--- src/rtl/cdb_arbiter_if.sv ---
// rtl/cdb_arbiter_if.sv - CDB arbiter bus: control, RS/LSB requester ports and broadcast outputs
interface cdb_arbiter_if #(
  parameter int ADDR_WIDTH = 32,
  parameter int RoB_WIDTH  = 8
);
  logic                  Sys_rdy;
  logic                  pre_judge;

  logic                  RSCDB_en;
  logic [RoB_WIDTH-1:0]  RSCDB_RoB_index;
  logic [31:0]           RSCDB_value;
  logic [ADDR_WIDTH-1:0] RSCDB_next_pc;
  logic                  CDBRS_ready;

  logic                  LSBCDB_en;
  logic [RoB_WIDTH-1:0]  LSBCDB_RoB_index;
  logic [31:0]           LSBCDB_value;
  logic                  CDBLSB_ready;

  logic                  CDB_en;
  logic                  CDB_src;
  logic [RoB_WIDTH-1:0]  CDB_RoB_index;
  logic [31:0]           CDB_value;
  logic [ADDR_WIDTH-1:0] CDB_next_pc;

  modport master (
    output Sys_rdy, pre_judge,
    output RSCDB_en, RSCDB_RoB_index, RSCDB_value, RSCDB_next_pc,
    input  CDBRS_ready,
    output LSBCDB_en, LSBCDB_RoB_index, LSBCDB_value,
    input  CDBLSB_ready,
    input  CDB_en, CDB_src, CDB_RoB_index, CDB_value, CDB_next_pc
  );

  modport slave (
    input  Sys_rdy, pre_judge,
    input  RSCDB_en, RSCDB_RoB_index, RSCDB_value, RSCDB_next_pc,
    output CDBRS_ready,
    input  LSBCDB_en, LSBCDB_RoB_index, LSBCDB_value,
    output CDBLSB_ready,
    output CDB_en, CDB_src, CDB_RoB_index, CDB_value, CDB_next_pc
  );
endinterface

--- src/rtl/cdb_arbiter.sv ---
// rtl/cdb_arbiter.sv - common data bus arbiter between RS and LSB result FIFOs
// CDB_RR_EN defined: round-robin on contention; undefined: LSB has fixed priority.
module cdb_arbiter #(
  parameter int ADDR_WIDTH = 32,
  parameter int RoB_WIDTH  = 8,
  parameter int FIFO_DEPTH = 4,
  parameter int FIFO_WIDTH = 2
) (
  input logic         Sys_clk,
  input logic         Sys_rst,
  cdb_arbiter_if.slave bus
);
  localparam int RS_W  = RoB_WIDTH + 32 + ADDR_WIDTH;
  localparam int LSB_W = RoB_WIDTH + 32;
  localparam logic [FIFO_WIDTH:0]   FULL  = (FIFO_WIDTH+1)'(FIFO_DEPTH);
  localparam logic [FIFO_WIDTH:0]   C_ONE = (FIFO_WIDTH+1)'(1);
  localparam logic [FIFO_WIDTH-1:0] P_ONE = FIFO_WIDTH'(1);

  logic [RS_W-1:0]       rs_mem  [FIFO_DEPTH];
  logic [LSB_W-1:0]      lsb_mem [FIFO_DEPTH];
  logic [FIFO_WIDTH-1:0] rs_rd, rs_wr, lsb_rd, lsb_wr;
  logic [FIFO_WIDTH:0]   rs_cnt, lsb_cnt;
  logic                  last_grant;

  logic rs_ready, lsb_ready, rs_push, lsb_push, rs_pop, lsb_pop;
  logic grant_rs, grant_lsb, active;
  logic [RS_W-1:0]  rs_head;
  logic [LSB_W-1:0] lsb_head;

  // Readiness looks only at the registered count, so a same-cycle pop never frees a slot.
  assign rs_ready         = (rs_cnt != FULL) && bus.pre_judge;
  assign lsb_ready        = (lsb_cnt != FULL) && bus.pre_judge;
  assign bus.CDBRS_ready  = rs_ready;
  assign bus.CDBLSB_ready = lsb_ready;

  assign active   = bus.Sys_rdy && bus.pre_judge;
  assign rs_push  = bus.RSCDB_en && rs_ready && bus.Sys_rdy;
  assign lsb_push = bus.LSBCDB_en && lsb_ready && bus.Sys_rdy;
  assign rs_head  = rs_mem[rs_rd];
  assign lsb_head = lsb_mem[lsb_rd];

  always_comb begin
    grant_rs  = 1'b0;
    grant_lsb = 1'b0;
    if ((rs_cnt != '0) && (lsb_cnt != '0)) begin
`ifdef CDB_RR_EN
      grant_lsb = !last_grant;
      grant_rs  = last_grant;
`else
      // last_grant is pinned to LSB here, which gives fixed LSB priority.
      grant_lsb = last_grant;
      grant_rs  = !last_grant;
`endif
    end else begin
      grant_rs  = (rs_cnt != '0);
      grant_lsb = (lsb_cnt != '0);
    end
  end

  assign rs_pop  = active && grant_rs;
  assign lsb_pop = active && grant_lsb;

  always_ff @(posedge Sys_clk) begin
    if (rs_push)
      rs_mem[rs_wr] <= {bus.RSCDB_RoB_index, bus.RSCDB_value, bus.RSCDB_next_pc};
    if (lsb_push)
      lsb_mem[lsb_wr] <= {bus.LSBCDB_RoB_index, bus.LSBCDB_value};
  end

  always_ff @(posedge Sys_clk or posedge Sys_rst) begin
    if (Sys_rst) begin
      rs_rd             <= '0;
      rs_wr             <= '0;
      rs_cnt            <= '0;
      lsb_rd            <= '0;
      lsb_wr            <= '0;
      lsb_cnt           <= '0;
      last_grant        <= 1'b1;
      bus.CDB_en        <= 1'b0;
      bus.CDB_src       <= 1'b0;
      bus.CDB_RoB_index <= '0;
      bus.CDB_value     <= '0;
      bus.CDB_next_pc   <= '0;
    end else if (bus.Sys_rdy) begin
      if (!bus.pre_judge) begin
        rs_rd      <= '0;
        rs_wr      <= '0;
        rs_cnt     <= '0;
        lsb_rd     <= '0;
        lsb_wr     <= '0;
        lsb_cnt    <= '0;
        bus.CDB_en <= 1'b0;
      end else begin
        if (rs_push)  rs_wr  <= rs_wr + P_ONE;
        if (rs_pop)   rs_rd  <= rs_rd + P_ONE;
        if (lsb_push) lsb_wr <= lsb_wr + P_ONE;
        if (lsb_pop)  lsb_rd <= lsb_rd + P_ONE;
        case ({rs_push, rs_pop})
          2'b10:   rs_cnt <= rs_cnt + C_ONE;
          2'b01:   rs_cnt <= rs_cnt - C_ONE;
          default: rs_cnt <= rs_cnt;
        endcase
        case ({lsb_push, lsb_pop})
          2'b10:   lsb_cnt <= lsb_cnt + C_ONE;
          2'b01:   lsb_cnt <= lsb_cnt - C_ONE;
          default: lsb_cnt <= lsb_cnt;
        endcase
        bus.CDB_en <= rs_pop || lsb_pop;
        if (lsb_pop) begin
          bus.CDB_src       <= 1'b1;
          bus.CDB_RoB_index <= lsb_head[LSB_W-1 -: RoB_WIDTH];
          bus.CDB_value     <= lsb_head[31:0];
          bus.CDB_next_pc   <= '0;
        end else if (rs_pop) begin
          bus.CDB_src       <= 1'b0;
          bus.CDB_RoB_index <= rs_head[RS_W-1 -: RoB_WIDTH];
          bus.CDB_value     <= rs_head[ADDR_WIDTH +: 32];
          bus.CDB_next_pc   <= rs_head[ADDR_WIDTH-1:0];
        end
`ifdef CDB_RR_EN
        if (rs_pop || lsb_pop)
          last_grant <= lsb_pop;
`endif
      end
    end else begin
      bus.CDB_en <= 1'b0;
    end
  end
endmodule

--- src/flat_wrapper.sv ---
// flat-port wrapper written by rule: the top's interface ports become plain ports
module cdb_arbiter_flat 
#(
  parameter int ADDR_WIDTH = 32,
  parameter int RoB_WIDTH  = 8,
  parameter int FIFO_DEPTH = 4,
  parameter int FIFO_WIDTH = 2
)
  (Sys_clk, Sys_rst, bus_Sys_rdy, bus_pre_judge, bus_RSCDB_en, bus_RSCDB_RoB_index, bus_RSCDB_value, bus_RSCDB_next_pc, bus_CDBRS_ready, bus_LSBCDB_en, bus_LSBCDB_RoB_index, bus_LSBCDB_value, bus_CDBLSB_ready, bus_CDB_en, bus_CDB_src, bus_CDB_RoB_index, bus_CDB_value, bus_CDB_next_pc);
  cdb_arbiter_if #(.ADDR_WIDTH(ADDR_WIDTH), .RoB_WIDTH(RoB_WIDTH)) bus_i ();
  input logic Sys_clk;
  input logic Sys_rst;
  input wire logic [$bits(bus_i.Sys_rdy)-1:0] bus_Sys_rdy;
  input wire logic [$bits(bus_i.pre_judge)-1:0] bus_pre_judge;
  input wire logic [$bits(bus_i.RSCDB_en)-1:0] bus_RSCDB_en;
  input wire logic [$bits(bus_i.RSCDB_RoB_index)-1:0] bus_RSCDB_RoB_index;
  input wire logic [$bits(bus_i.RSCDB_value)-1:0] bus_RSCDB_value;
  input wire logic [$bits(bus_i.RSCDB_next_pc)-1:0] bus_RSCDB_next_pc;
  output wire logic [$bits(bus_i.CDBRS_ready)-1:0] bus_CDBRS_ready;
  input wire logic [$bits(bus_i.LSBCDB_en)-1:0] bus_LSBCDB_en;
  input wire logic [$bits(bus_i.LSBCDB_RoB_index)-1:0] bus_LSBCDB_RoB_index;
  input wire logic [$bits(bus_i.LSBCDB_value)-1:0] bus_LSBCDB_value;
  output wire logic [$bits(bus_i.CDBLSB_ready)-1:0] bus_CDBLSB_ready;
  output wire logic [$bits(bus_i.CDB_en)-1:0] bus_CDB_en;
  output wire logic [$bits(bus_i.CDB_src)-1:0] bus_CDB_src;
  output wire logic [$bits(bus_i.CDB_RoB_index)-1:0] bus_CDB_RoB_index;
  output wire logic [$bits(bus_i.CDB_value)-1:0] bus_CDB_value;
  output wire logic [$bits(bus_i.CDB_next_pc)-1:0] bus_CDB_next_pc;
  assign bus_i.Sys_rdy = bus_Sys_rdy;
  assign bus_i.pre_judge = bus_pre_judge;
  assign bus_i.RSCDB_en = bus_RSCDB_en;
  assign bus_i.RSCDB_RoB_index = bus_RSCDB_RoB_index;
  assign bus_i.RSCDB_value = bus_RSCDB_value;
  assign bus_i.RSCDB_next_pc = bus_RSCDB_next_pc;
  assign bus_CDBRS_ready = bus_i.CDBRS_ready;
  assign bus_i.LSBCDB_en = bus_LSBCDB_en;
  assign bus_i.LSBCDB_RoB_index = bus_LSBCDB_RoB_index;
  assign bus_i.LSBCDB_value = bus_LSBCDB_value;
  assign bus_CDBLSB_ready = bus_i.CDBLSB_ready;
  assign bus_CDB_en = bus_i.CDB_en;
  assign bus_CDB_src = bus_i.CDB_src;
  assign bus_CDB_RoB_index = bus_i.CDB_RoB_index;
  assign bus_CDB_value = bus_i.CDB_value;
  assign bus_CDB_next_pc = bus_i.CDB_next_pc;
  cdb_arbiter #(.ADDR_WIDTH(ADDR_WIDTH), .RoB_WIDTH(RoB_WIDTH), .FIFO_DEPTH(FIFO_DEPTH), .FIFO_WIDTH(FIFO_WIDTH)) u_core (.Sys_clk(Sys_clk), .Sys_rst(Sys_rst), .bus(bus_i));
endmodule
--- config.mk ---
export PLATFORM = sky130hd
export DESIGN_NAME = cdb_arbiter_flat
export DESIGN_NICKNAME = d
export VERILOG_FILES = /design/src/rtl/cdb_arbiter_if.sv /design/src/rtl/cdb_arbiter.sv /design/src/flat_wrapper.sv
export SDC_FILE = /design/constraint.sdc
export NUM_CORES = 1
export LEC_CHECK = 0
export BUFFER_PORTS_ARGS = -buffer_cell sky130_fd_sc_hd__buf_2
export CORE_ASPECT_RATIO = 0.75
export CORE_MARGIN = 3
export CORE_UTILIZATION = 44
export DETAILED_ROUTE_END_ITERATION = 6
export SYNTH_ARGS = -nofsm -noshare
export SYNTH_HDL_FRONTEND = slang
export SYNTH_SLANG_ARGS = --single-unit
--- constraint.sdc ---
create_clock -name Sys_clk -period 5.1 [get_ports Sys_clk]
set_clock_uncertainty 0.15 [all_clocks]
set_input_delay 1.02 -clock Sys_clk [delete_from_list [all_inputs] [get_ports Sys_clk]]
set_output_delay 1.02 -clock Sys_clk [all_outputs]
set_load 0.02 [all_outputs]
# Word level (Yosys, flattened, before mapping)
# Memories as Yosys holds them, arrays and structs flattened.
# Cells that the tools add are included.
# op_classes
addsub	8
n_eq_ne	12
muxes	28
n_reduce_logical	22
# ops
cell	count
$mux W32	4
$mux W2	8
$mux W8	2
$pmux W3 S2	2
$reduce_and A2 Y1	6
$logic_and A1 B1 Y1	10
$mux W1	10
$add A2 B1 Y2 const B	4
$ne A2 B1 Y1 const B	4
$add A3 B1 Y3 const B	2
$mux W3	2
$ne A3 B1 Y1 const B	2
$ne A3 B3 Y1 const B	2
$reduce_bool A3 Y1	2
$sub A3 B1 Y3 const B	2
$eq A2 B1 Y1 const B	2
$eq A2 B2 Y1 const B	2
$reduce_and A3 Y1	1
$reduce_bool A2 Y1	1
$logic_not A1 Y1	1
$logic_or A1 B1 Y1	1
# totals
reg_bits	88
ram_bits	448
input_bits	118
output_inout_bits	76
wordCells	83
memories	2
# memory_table
memory	depth	width	read_ports	rd_ports_with_merged_regs	write_ports	line_no	source
u_core.rs_mem	4	72	1	0	1	cdb_arbiter.sv:19	logic [RS_W-1:0] rs_mem [FIFO_DEPTH];
u_core.lsb_mem	4	40	1	0	1	cdb_arbiter.sv:20	logic [LSB_W-1:0] lsb_mem [FIFO_DEPTH];

# Logic depth before layout (Yosys ltp)
# depth
word_depth	7
depth_mapped	11
depth_no_buf	10

# Worst setup path after synthesis
# OpenSTA, ideal clock, no wires.
# synth_path
path_kind	input -> register
from	in bus_RSCDB_en
to	mem u_core.rs_mem[0][0] (netlist bit) (enable)
setup_ns	0.438
arrival_time_ns	3.349
required_time_ns	4.512
setup_slack_ns	1.163
stages	4
n_path_buf	1
cell_sequence	clkbuf_1 nand2_1 a21oi_1 and2_1
# synth_via
elab_chain_len	4
# synth_lines
item	line_no	source
start: declaration	flat_wrapper.sv:15	input wire logic [$bits(bus_i.RSCDB_en)-1:0] bus_RSCDB_en;
$logic_and A1 B1 Y1 (2 in a row)	cdb_arbiter.sv:37	assign rs_push = bus.RSCDB_en && rs_ready && bus.Sys_rdy;
$mux W1	cdb_arbiter.sv:64	if (rs_push)
$mux W1 (not written as such)	cdb_arbiter.sv:65	rs_mem[rs_wr] <= {bus.RSCDB_RoB_index, bus.RSCDB_value, bus.RSCDB_next_pc};
end: declaration	cdb_arbiter.sv:19	
# No other way between the ends.

# Worst setup path after layout
# layout_path
from	in bus_pre_judge
to	mem u_core.rs_mem[2][32] (netlist bit) (enable)
# layout_via
elab_chain_len	5
# layout_lines
item	line_no	source
start: declaration	flat_wrapper.sv:14	input wire logic [$bits(bus_i.pre_judge)-1:0] bus_pre_judge;
$logic_and A1 B1 Y1	cdb_arbiter.sv:31	assign rs_ready = (rs_cnt != FULL) && bus.pre_judge;
$logic_and A1 B1 Y1 (2 in a row)	cdb_arbiter.sv:37	
$mux W1	cdb_arbiter.sv:64	
$mux W1 (not written as such)	cdb_arbiter.sv:65	
# No other way between the ends.

==> impl_metrics.tcl <==
set metrics [dict create \
    synth_cell_types 42 \
    synth_area_leaders "edfxtp_1 (67%), mux4_2 (13%), dfrtp_1 (11%)" \
    firstDrtPassIters 5 \
    synthesis.instances 973 \
    path_class "in2reg" \
    drc 0 \
    portBuffers 193 \
    hp-class "reg2reg" \
    avgSynthCellArea_sq_um 20.7 \
    status "finished clean" \
    report.final.slew_viol_count 0 \
    fin_nets 1314 \
    async_flop_share 0.164 \
    wl_mm 43.5 \
    ioPinCount 194 \
    grt_max_degree 67 \
    routedWlPerCell_microns 23.9 \
    netlist_area_sq_mm 0.0201 \
    yosys_warnings 1 \
    clock-sinks 536 \
    intPower_mw 8.58 \
    antenna_left 0 \
    cts_buffers 52 \
    dpl.hpwl_mm 26.9 \
    die_w_microns 253 \
    insertion_delay_ps 580 \
    clock_power_share 0.318 \
    diodes 0 \
    die-area_sq_mm 0.0483 \
    crit_chain "buf_2 -> and2_1 -> nand2_1 -> a21oi_1 -> and2_4 -> buf_4" \
    crit_slowest_cell "and2_4" \
    design.core.area_sq_mm 0.0449 \
    ctsResizeCount 0 \
    critPathMaxFanout 41 \
    final_common_cell "edfxtp_1" \
    p_leak_nw 8.35 \
    fp.dieH_microns 191 \
    clockRootBuffer "clkbuf_16" \
    grt_usage 0.183 \
    syn_nets 1101 \
    clkTransAtPathRegs_ps 60 \
    ir_drop_mv 0.282 \
    startpoint_type "primary input" \
    rsz0062_at_grt "false" \
    synth_top_area_frac 0.669 \
    crit_buf_inv 2 \
    yosysSeqAreaShare 0.779 \
    gp_congestion 0.802 \
    relSlewSlack 0.360 \
    power.total_mw 12.0 \
    drive_gt1_frac 0.347 \
    setup-tns-final_ps 0 \
    grt-ovfl-total 0 \
    synth_ff_type "edfxtp_1" \
    netSwitchingPower_mw 3.41 \
    postCtsSetupRepairBufs 0 \
    final_cell_mix "edfxtp_1 (448), buf_2 (193), mux4_2 (112)" \
    cpLargestDelayFamily "simple AND/OR/NAND/NOR gates" \
    antenna_found_initial 4 \
    cts_tree "yes" \
    drv_cap 0 \
    period_needed_ps 3270 \
    via_per_inst 5.47 \
    netSwitchingFraction 0.284 \
    vias 9940 \
    synth.ff_latch_count 536 \
    powerDensity_mw_per_mm2 511 \
    areaGrowthSynthToFinish_pct 16.7 \
    seqPwrFrac 0.479 \
    final_util 0.522 \
    synth_edf_count 448 \
    rows 67 \
    num-fill-cells 3609 \
    grt_pass1_vias 10200 \
    drt_iter0_drc 792 \
    arrival_ps 3350 \
    fmax_mhz 306 \
    combPwrFrac 0.203 \
    yosys.area.top_type "edfxtp_1" \
    end_kind "flip-flop" \
    fin_crit_sh 0.641 \
    holdWs_ps 309 \
    timing_hold_violations_final 0 \
    h-tree-depth 2 \
    required_ps 5180 \
    initial_core_util 0.447 \
    hold_buffers 0 \
    clockBufferDepth 3 \
    worstMarginPinSlew_ps 960 \
    grt_pass1_wl_mm 65.8 \
    max_stage_delay_ps 700 \
    setup_viol_count_final 0 \
]
routing by layer:
metal	global-route usage	part of all wire	vias to the layer above	wire length [microns]
met4	0.0386	0.017	2	734
met1	0.276	0.46	5254	20000
met2	0.287	0.48	258	20700
li1	-	-	4371	-
met3	0.0286	0.048	55	2070
met5	0	0.00030	-	13
Yosys cell counts, types with 2 or more instances:
library cell  instances
clkbuf_1             16
mux2_2                2
buf_6                 4
nand4b_1              2
a22oi_1              40
buf_4                11
a21oi_1               6
nand2_1             107
and2_1               10
nand2b_1              2
a22o_1               33
o31ai_1               4
edfxtp_1            448
a221oi_1              2
inv_1                10
buf_1                 3
nor2_2                2
nor2_1                5
mux4_2              112
or2_1                 2
o21ai_0              14
buf_2                19
nor3_1                2
dfrtp_1              88
o21ai_1               3
ha_1                 10
power groups by stage:
stage | sequential, mW | combinational, mW | clock, mW
after CTS | 5.76 | 2.48 | 3.90
after global placement | 5.84 | 2.46 | 0
final | 5.74 | 2.44 | 3.81
after global routing | 5.82 | 2.63 | 4.10
after detailed placement | 5.85 | 2.48 | 0
after floorplan | 5.75 | 1.69 | 0
tightest hold or removal path: cells and delay by family, from the launching register on:
family | cells | cell delay (ps)
DFF | 1 | 330
and+or+nand+nor | 2 | 100
registers in the layout, indices dropped and copies added (netlist names):
register / flops
u_core.bus.CDB_RoB_index: 8
u_core.bus.CDB_en: 1
u_core.bus.CDB_next_pc: 32
u_core.bus.CDB_src: 1
u_core.bus.CDB_value: 32
u_core.lsb_cnt: 3
u_core.lsb_mem: 160
u_core.lsb_rd: 2
u_core.lsb_wr: 2
u_core.rs_cnt: 3
u_core.rs_mem: 288
u_core.rs_rd: 2
u_core.rs_wr: 2
stage by stage:
stage / instances / setup slack [ps] / cell area (sq um)
after CTS: 1816 / 1850 / 23500
final: 1816 / 1830 / 23500
after global placement: 1718 / 1340 / 21700
after detailed placement: 1718 / 1230 / 21700
after floorplan: 973 / 1160 / 20100
after global routing: 1816 / 1700 / 23500
cells by family after synthesis:
group / after synthesis / share of synthesized area
AO/OA/AOI/OAI: 110 / 0.0418
adder cells (fa/ha/maj): 10 / 0.00622
buffers and inverters: 64 / 0.0167
flip-flops: 536 / 0.779
multiplexers: 115 / 0.127
AND/OR/NAND/NOR: 138 / 0.0296
final timing paths:
check	depth (start not counted)	endpoint	slack (ps)	start
worst min-delay path	2	u_core.bus.CDB_value[6]	310	u_core.bus.CDB_value[6]
worst max register to register	4	u_core.rs_mem[2][32]	2170	u_core.rs_cnt[0]
worst min register to register	2	u_core.bus.CDB_value[6]	310	u_core.bus.CDB_value[6]
min in group asynchronous	2	u_core.bus.CDB_next_pc[14]	510	Sys_rst
worst max-delay path	6	u_core.rs_mem[2][32]	1830	bus_pre_judge
max in group asynchronous	3	u_core.bus.CDB_value[23]	3370	Sys_rst
area by class of cell:
cell class,count,area (sq um),share of cell area
clock inverter,19,205,0.00875
multi-input combinational,373,4140,0.177
inverter,11,43.8,0.00187
timing repair buffer,212,1160,0.0494
sequential,536,15700,0.668
clock buffer,79,1500,0.0641
tap,586,733,0.0313
Power figures use the tool's default switching activity.
